### config.mk
export PLATFORM = sky130hd
export DESIGN_NAME = ifetch_queue
export DESIGN_NICKNAME = d
export VERILOG_FILES = /design/src/rtl/ifetch_queue.sv
export SDC_FILE = /design/constraint.sdc
export NUM_CORES = 1
export LEC_CHECK = 0
export ABC_AREA = 1
export BUFFER_PORTS_ARGS = -buffer_cell sky130_fd_sc_hd__buf_2
export CAP_MARGIN = 30
export CORE_ASPECT_RATIO = 0.6
export CORE_MARGIN = 2
export CORE_UTILIZATION = 56
export DETAILED_ROUTE_END_ITERATION = 6
export PLACE_DENSITY = 0.79
export SLEW_MARGIN = 20
export SYNTH_ARGS = -nofsm -noshare
export SYNTH_HDL_FRONTEND = slang
export SYNTH_SLANG_ARGS = --single-unit
### constraint.sdc
create_clock -name clk -period 4.65 [get_ports clk]
set_input_delay 0.6975 -clock clk [delete_from_list [all_inputs] [get_ports clk]]
set_output_delay 0.6975 -clock clk [all_outputs]
set_load 0.01 [all_outputs]
### src/rtl/ifetch_queue.sv
// ifetch_queue: owns the fetch PC, issues credit-limited imem requests and queues returned instructions for decode
module ifetch_queue #(
    parameter int ISIZE = 32,
    parameter int DSIZE = 32,
    parameter logic [ISIZE-1:0] RESET_PC = 32'h0000_0000,
    parameter int QDEPTH = 2
) (
    input  logic             clk,
    input  logic             rst,
    input  logic             redirect_valid,
    input  logic [ISIZE-1:0] redirect_pc,
    output logic             imem_req_valid,
    output logic [ISIZE-1:0] imem_req_addr,
    input  logic             imem_req_ready,
    input  logic             imem_rsp_valid,
    input  logic [DSIZE-1:0] imem_rsp_data,
    output logic             dec_valid,
    output logic [DSIZE-1:0] dec_instr,
    output logic [ISIZE-1:0] dec_pc,
    input  logic             dec_ready,
    output logic [ISIZE-1:0] PCOUT
);
    localparam int AW = $clog2(QDEPTH);
    localparam int W = AW + 1;
    localparam logic [W:0] QD = (W+1)'(QDEPTH);

    logic [ISIZE-1:0] r_fetch_pc, r_rsp_pc;
    logic [W-1:0]     r_cnt, r_out, r_disc;
    logic [AW-1:0]    r_head, r_tail;
    logic [DSIZE-1:0] r_q_instr [QDEPTH];
    logic [ISIZE-1:0] r_q_pc [QDEPTH];
    logic             w_fire, w_drop, w_ret, w_push, w_pop;
    logic [ISIZE-1:0] w_redir_pc;

    // request credit, response classification and head presentation
    always_comb begin
        w_redir_pc     = redirect_pc & ~ISIZE'(3);
        imem_req_valid = rst && !redirect_valid && (({1'b0, r_cnt} + {1'b0, r_out}) < QD);
        imem_req_addr  = rst ? r_fetch_pc : RESET_PC;
        PCOUT          = imem_req_addr;
        w_fire         = imem_req_valid && imem_req_ready;
        w_drop         = imem_rsp_valid && (r_disc != '0);
        w_ret          = imem_rsp_valid && (r_disc == '0);
        w_push         = rst && w_ret && !redirect_valid;
        dec_valid      = rst && (r_cnt != '0);
        dec_instr      = r_q_instr[r_head];
        dec_pc         = r_q_pc[r_head];
        w_pop          = dec_valid && dec_ready && !redirect_valid;
    end

    // PCs, counters and queue pointers; a redirect flushes and turns in-flight requests into discards
    always_ff @(posedge clk) begin
        if (!rst) begin
            r_fetch_pc <= RESET_PC;
            r_rsp_pc   <= RESET_PC;
            r_cnt      <= '0;
            r_out      <= '0;
            r_disc     <= '0;
            r_head     <= '0;
            r_tail     <= '0;
        end else if (redirect_valid) begin
            r_fetch_pc <= w_redir_pc;
            r_rsp_pc   <= w_redir_pc;
            r_cnt      <= '0;
            r_out      <= '0;
            r_disc     <= r_disc - W'(w_drop) + r_out - W'(w_ret);
            r_head     <= '0;
            r_tail     <= '0;
        end else begin
            r_fetch_pc <= w_fire ? r_fetch_pc + ISIZE'(4) : r_fetch_pc;
            r_rsp_pc   <= w_push ? r_rsp_pc + ISIZE'(4) : r_rsp_pc;
            r_cnt      <= r_cnt + W'(w_push) - W'(w_pop);
            r_out      <= r_out + W'(w_fire) - W'(w_ret);
            r_disc     <= r_disc - W'(w_drop);
            r_head     <= r_head + AW'(w_pop);
            r_tail     <= r_tail + AW'(w_push);
        end
    end

    // queue storage needs no reset; count alone defines validity
    always_ff @(posedge clk) begin
        if (w_push) begin
            r_q_instr[r_tail] <= imem_rsp_data;
            r_q_pc[r_tail]    <= r_rsp_pc;
        end
    end

    assert property (@(posedge clk) disable iff (!rst) !(w_push && !w_pop && r_cnt == W'(QDEPTH)));
endmodule

Word-level counts from Yosys, hierarchy flattened
Memories as Yosys holds them, arrays and structs flattened. A register that Yosys moved wholly into a read port is not among the register bits. Cells that the tools add are included.

$add $sub $neg: 12. Multipliers: 0. Div/mod/pow operators: 0. Magnitude comparators: 1. Equal/unequal tests: 0. Shift operators: 0. Mux-type cells: 10. Bitwise gates (word level): 1. Reduce and logical (&&, ||, !) cells: 17.

Operators with widths (number): two-way mux 32 bit (5); adder 32 x 3 -> 32 bit (second input constant) (2); logical AND 1 bit (10); nonzero test 2 bit (4); subtractor 2 x 1 -> 2 bit (4); adder 2 x 1 -> 2 bit (2); two-way mux 1 bit (4); adder 2 x 2 -> 3 bit (1); less-than comparator 3 x 2 -> 1 bit (second input constant) (1); adder 1 bit (2); adder 2 bit (1); logical NOT 2 bit (1); two-way mux 2 bit (1); OR reduction 2 bit (1); logical NOT 1 bit (1); inverter 1 bit (1).

Bits in registers: 72. Latch bits: 0. Bits in writable memories: 128. Memory bits (read-only): 0. Input bits: 70. Logic and storage cells: 52. Memories kept: 2.

Memories: r_q_instr (depth 2, width 32, read ports 1, clocked after Yosys merged registers in 1, write ports 1, RTL line 30) `logic [DSIZE-1:0] r_q_instr [QDEPTH];`; r_q_pc (depth 2, width 32, read ports 1, clocked after Yosys merged registers in 1, write ports 1, RTL line 31) `logic [ISIZE-1:0] r_q_pc [QDEPTH];`.

Depth between registers and ports, before layout
Depth in word-level cells: 6. Gate-level depth with buffers: 12. Depth with buffers taken out: 11.

Worst setup path after synthesis
OpenSTA, ideal clock, no wires.

Path kind: input-to-reg. Start point: input port rst. End point: memory r_q_instr[1][0], enable pin. Setup time: 0.427 ns. Data arrival time: 2.875 ns. Data required time: 4.223 ns. Setup slack: 1.348 ns. Stages on the path: 7. Path buffers: 2. Cell sequence: inv_2 > nor2_8 > inv_2 > nor2_2 > buf_4 > buf_6 > ha_1.

Cells in the longest elaborated chain, start to end: 4.

Ends and longest elaborated chain: from (decl) (RTL line 9) `input logic rst,`; logical AND 1 bit (2 in a row) (RTL line 44) `w_push = rst && w_ret && !redirect_valid;`; two-way mux 1 bit (RTL line 82) `if (w_push) begin`; two-way mux 1 bit (not written as such) (RTL line 83) `r_q_instr[r_tail] <= imem_rsp_data;`; to (decl) (RTL line 30).

Every way passes these cells.

Final worst setup path
Start point: input port redirect_valid. End point: memory r_q_pc[1][23], enable pin.

Cells in the longest elaborated chain, start to end: 4.

Ends and longest elaborated chain: from (decl) (RTL line 10) `input logic redirect_valid,`; logical NOT 1 bit (RTL line 44); logical AND 1 bit (RTL line 44); two-way mux 1 bit (RTL line 82); two-way mux 1 bit (not written as such) (RTL line 84) `r_q_pc[r_tail] <= r_rsp_pc;`; to (decl) (RTL line 31).

Every way passes these cells.

==> flow_metrics.tcl <==
set metrics [dict create \
    status "finished, final reports clean" \
    rsz0062_at_grt "false" \
    multi_input_area_um2 3660 \
    route.detailed.drc 0 \
    io_buffers 191 \
    hp-class "input port to flop" \
    clkTransAtPathRegs_ns 0.08 \
    hold_ws_ns 0.448 \
    slew_viol_final 0 \
    yosys.area_share.simple_pct 27.3 \
    clkPwrFrac_pct 40.0 \
    critPathBufInv 4 \
    nNetsFinal 1414 \
    ys_seq_area_share_pct 52.6 \
    first_pass_iters 5 \
    syn-mean-instance-area_um2 8.17 \
    area_growth_pct 15.9 \
    die_h_um 106 \
    wl_per_cell_um 15.3 \
    slowest_delay_ns 0.61 \
    cp.arrival_ns 2.86 \
    diodes 0 \
    post-route-period-util_pct 60.2 \
    yosysWarningCount 0 \
    worstMarginPinSlew_ns 0.845 \
    root_buffer "clkbuf_16" \
    gp_congestion 0.948 \
    swShare_pct 27.2 \
    ys_types 40 \
    synth-edff-count 124 \
    drive_gt1_share_pct 20.7 \
    dpl.hpwl_um 16900 \
    synthAdderAreaFrac_pct 1.50 \
    worstSetupPathType "input port to flop" \
    clkSinkCount 192 \
    critical_path.top_delay_family "buffers and inverters" \
    async_flop_share_pct 0 \
    cp-start-kind "input port" \
    synth-xor-area-share_pct 1.99 \
    path_cells "buf_2, nor2_8, inv_2, nor2_2, buf_4, ha_2, buf_4" \
    via_per_inst 5.28 \
    p_int_uw 2820 \
    grt_usage_pct 26.7 \
    slew_headroom_pct 43.6 \
    antenna_left 0 \
    fmax_mhz 357 \
    power_switching_uw 1050 \
    cellPowerDensity_nw_per_um2 346 \
    peakVddDrop_mv 0.261 \
    h-tree-depth 4 \
    drtIter0Drc 1012 \
    fp-row-count 37 \
    initial_core_util_pct 56.9 \
    cts_resized 0 \
    grt_remaining_overflow 0 \
    post_synth_instance_area_um2 9660 \
    finalWirelength_um 24200 \
    p_seq_share_pct 50.5 \
    critPathMostFrequentCell "buf_4" \
    required_ns 4.71 \
    die_w_um 174 \
    dieArea_um2 18400 \
    cts_hold_buf 0 \
    cap_violations 0 \
    setup_violations 0 \
    synth_compound_area_share_pct 6.79 \
    synth_top_family_by_area "simple AND/OR/NAND/NOR gates" \
    critPathMaxFanout 62 \
    netlist_instances 1183 \
    tns_ns 0 \
    n_fill_cell 1422 \
    antenna_found_initial 0 \
    ios 200 \
    post_cts_buffers 0 \
    grt_max_degree 63 \
    core_um2 17000 \
    vias 8341 \
    worstSetupEndpointType "flop" \
    cts_tree "built" \
    cts-buffers-inserted 17 \
    final-seq-area_um2 5090 \
    combPwrFrac_pct 9.5 \
    clk_path_buf_depth 2 \
    grt_pass1_wl_um 38100 \
    muxShareOfSynthArea_pct 0 \
    synth-seq-cells 192 \
    cp_slowest_cell "buf_4" \
    period_needed_ns 2.80 \
    ys.flop_type "edfxtp_1" \
    leakage_uw 0.00505 \
    hold_viol 0 \
    skew_ns 0.0145 \
    first_global_vias 7242 \
    clock_latency_ns 0.43 \
]
-- synth_stat cells, drive strengths merged, types with 5 or more instances --
library cell	instances	area share, %
nand2	450	18
nand3	58	3.2
inv	130	5.1
o211ai	5	0.39
a31oi	13	0.84
edfxtp	124	39
buf	50	3.7
nand4	9	0.65
clkbuf	23	0.89
xor2	15	1.4
a21oi	53	2.7
o21ai	47	2.4
xnor2	7	0.63
ha	10	1.3
nor2	100	4.8
dfxtp	68	14
-- worst reg2reg max path: cells and delay by family (launching register included) --
family	cells	cell delay, ns
AO/OA/AOI/OAI	1	0.12
XOR/XNOR	1	0.13
adder cells (fa/ha/maj)	3	1.06
buffers and inverters	3	0.19
flip-flops	1	0.38
AND/OR/NAND/NOR	3	0.75
-- routing by layer --
layer / routed length, um / GRT usage, %
met3: 2610 / 6.31
met1: 11100 / 40.5
met2: 10300 / 38.8
met5: 0 / 0
met4: 251 / 5.87
-- power groups by stage --
| stage | clock (uW) | combinational (uW) | sequential [uW] |
|---|---|---|---|
| after floorplan | 0 | 253 | 1970 |
| after global placement | 0 | 350 | 1990 |
| after detailed placement | 0 | 362 | 1990 |
| after CTS | 1570 | 366 | 1960 |
| after global routing | 1640 | 413 | 1970 |
| final | 1550 | 367 | 1960 |
-- state kept, by name, indices dropped and copies added (netlist names) --
name	flops
r_out	2
r_cnt	2
r_rsp_pc	30
r_disc	2
r_q_pc	60
r_tail	1
r_fetch_pc	30
r_q_instr	64
r_head	1
-- layout by cell type, fill, tap and decap left out, types with 15 or more instances in the layout --
cell / count
nand2_1: 441
buf_2: 191
edfxtp_1: 124
inv_1: 120
nor2_1: 83
dfxtp_1: 67
nand3_1: 55
a21oi_1: 53
o21ai_0: 34
clkbuf_16: 17
xor2_1: 15
-- logic make-up after synthesis --
kind of cell | Yosys count
DFF | 192
buffers and inverters | 205
AOI/OAI and AO/OA | 123
xor gates and xnor gates | 22
and+or+nand+nor | 629
other | 1
adders and majority gates | 11
-- final cells by class --
class | count | share of cell area (%)
clock buffer | 17 | 3.80
clock inverter | 15 | 1.88
inverter | 132 | 4.44
multi-input combinational | 791 | 32.7
sequential | 192 | 45.4
tap | 234 | 2.61
timing repair buffer | 199 | 9.19
-- metrics by stage --
step	area (um2)	power [uW]	util [%]	cells	worst slack, ns
3_3_place_gp	10500	2340	62.0	1547	1.48
6_report	11200	3880	65.9	1580	1.85
3_5_place_dp	10600	2360	62.2	1548	1.44
4_1_cts	11200	3890	65.9	1580	1.87
2_1_floorplan	9680	2230	-	1188	1.35
5_1_grt	11200	4020	65.9	1580	1.71
-- final timing paths --
path              cells past startpoint         startpoint               end  slack, ns
setup / recovery                      7     redirect_valid     r_q_pc[1][23]       1.85
hold / removal                        1  imem_rsp_data[10]  r_q_instr[1][10]       0.45
setup reg to reg                     11           r_out[0]          r_out[1]       1.96
hold reg to reg                       0       r_rsp_pc[31]     r_q_pc[0][31]       0.52
Note: power is estimated with default switching activity, not from simulation.
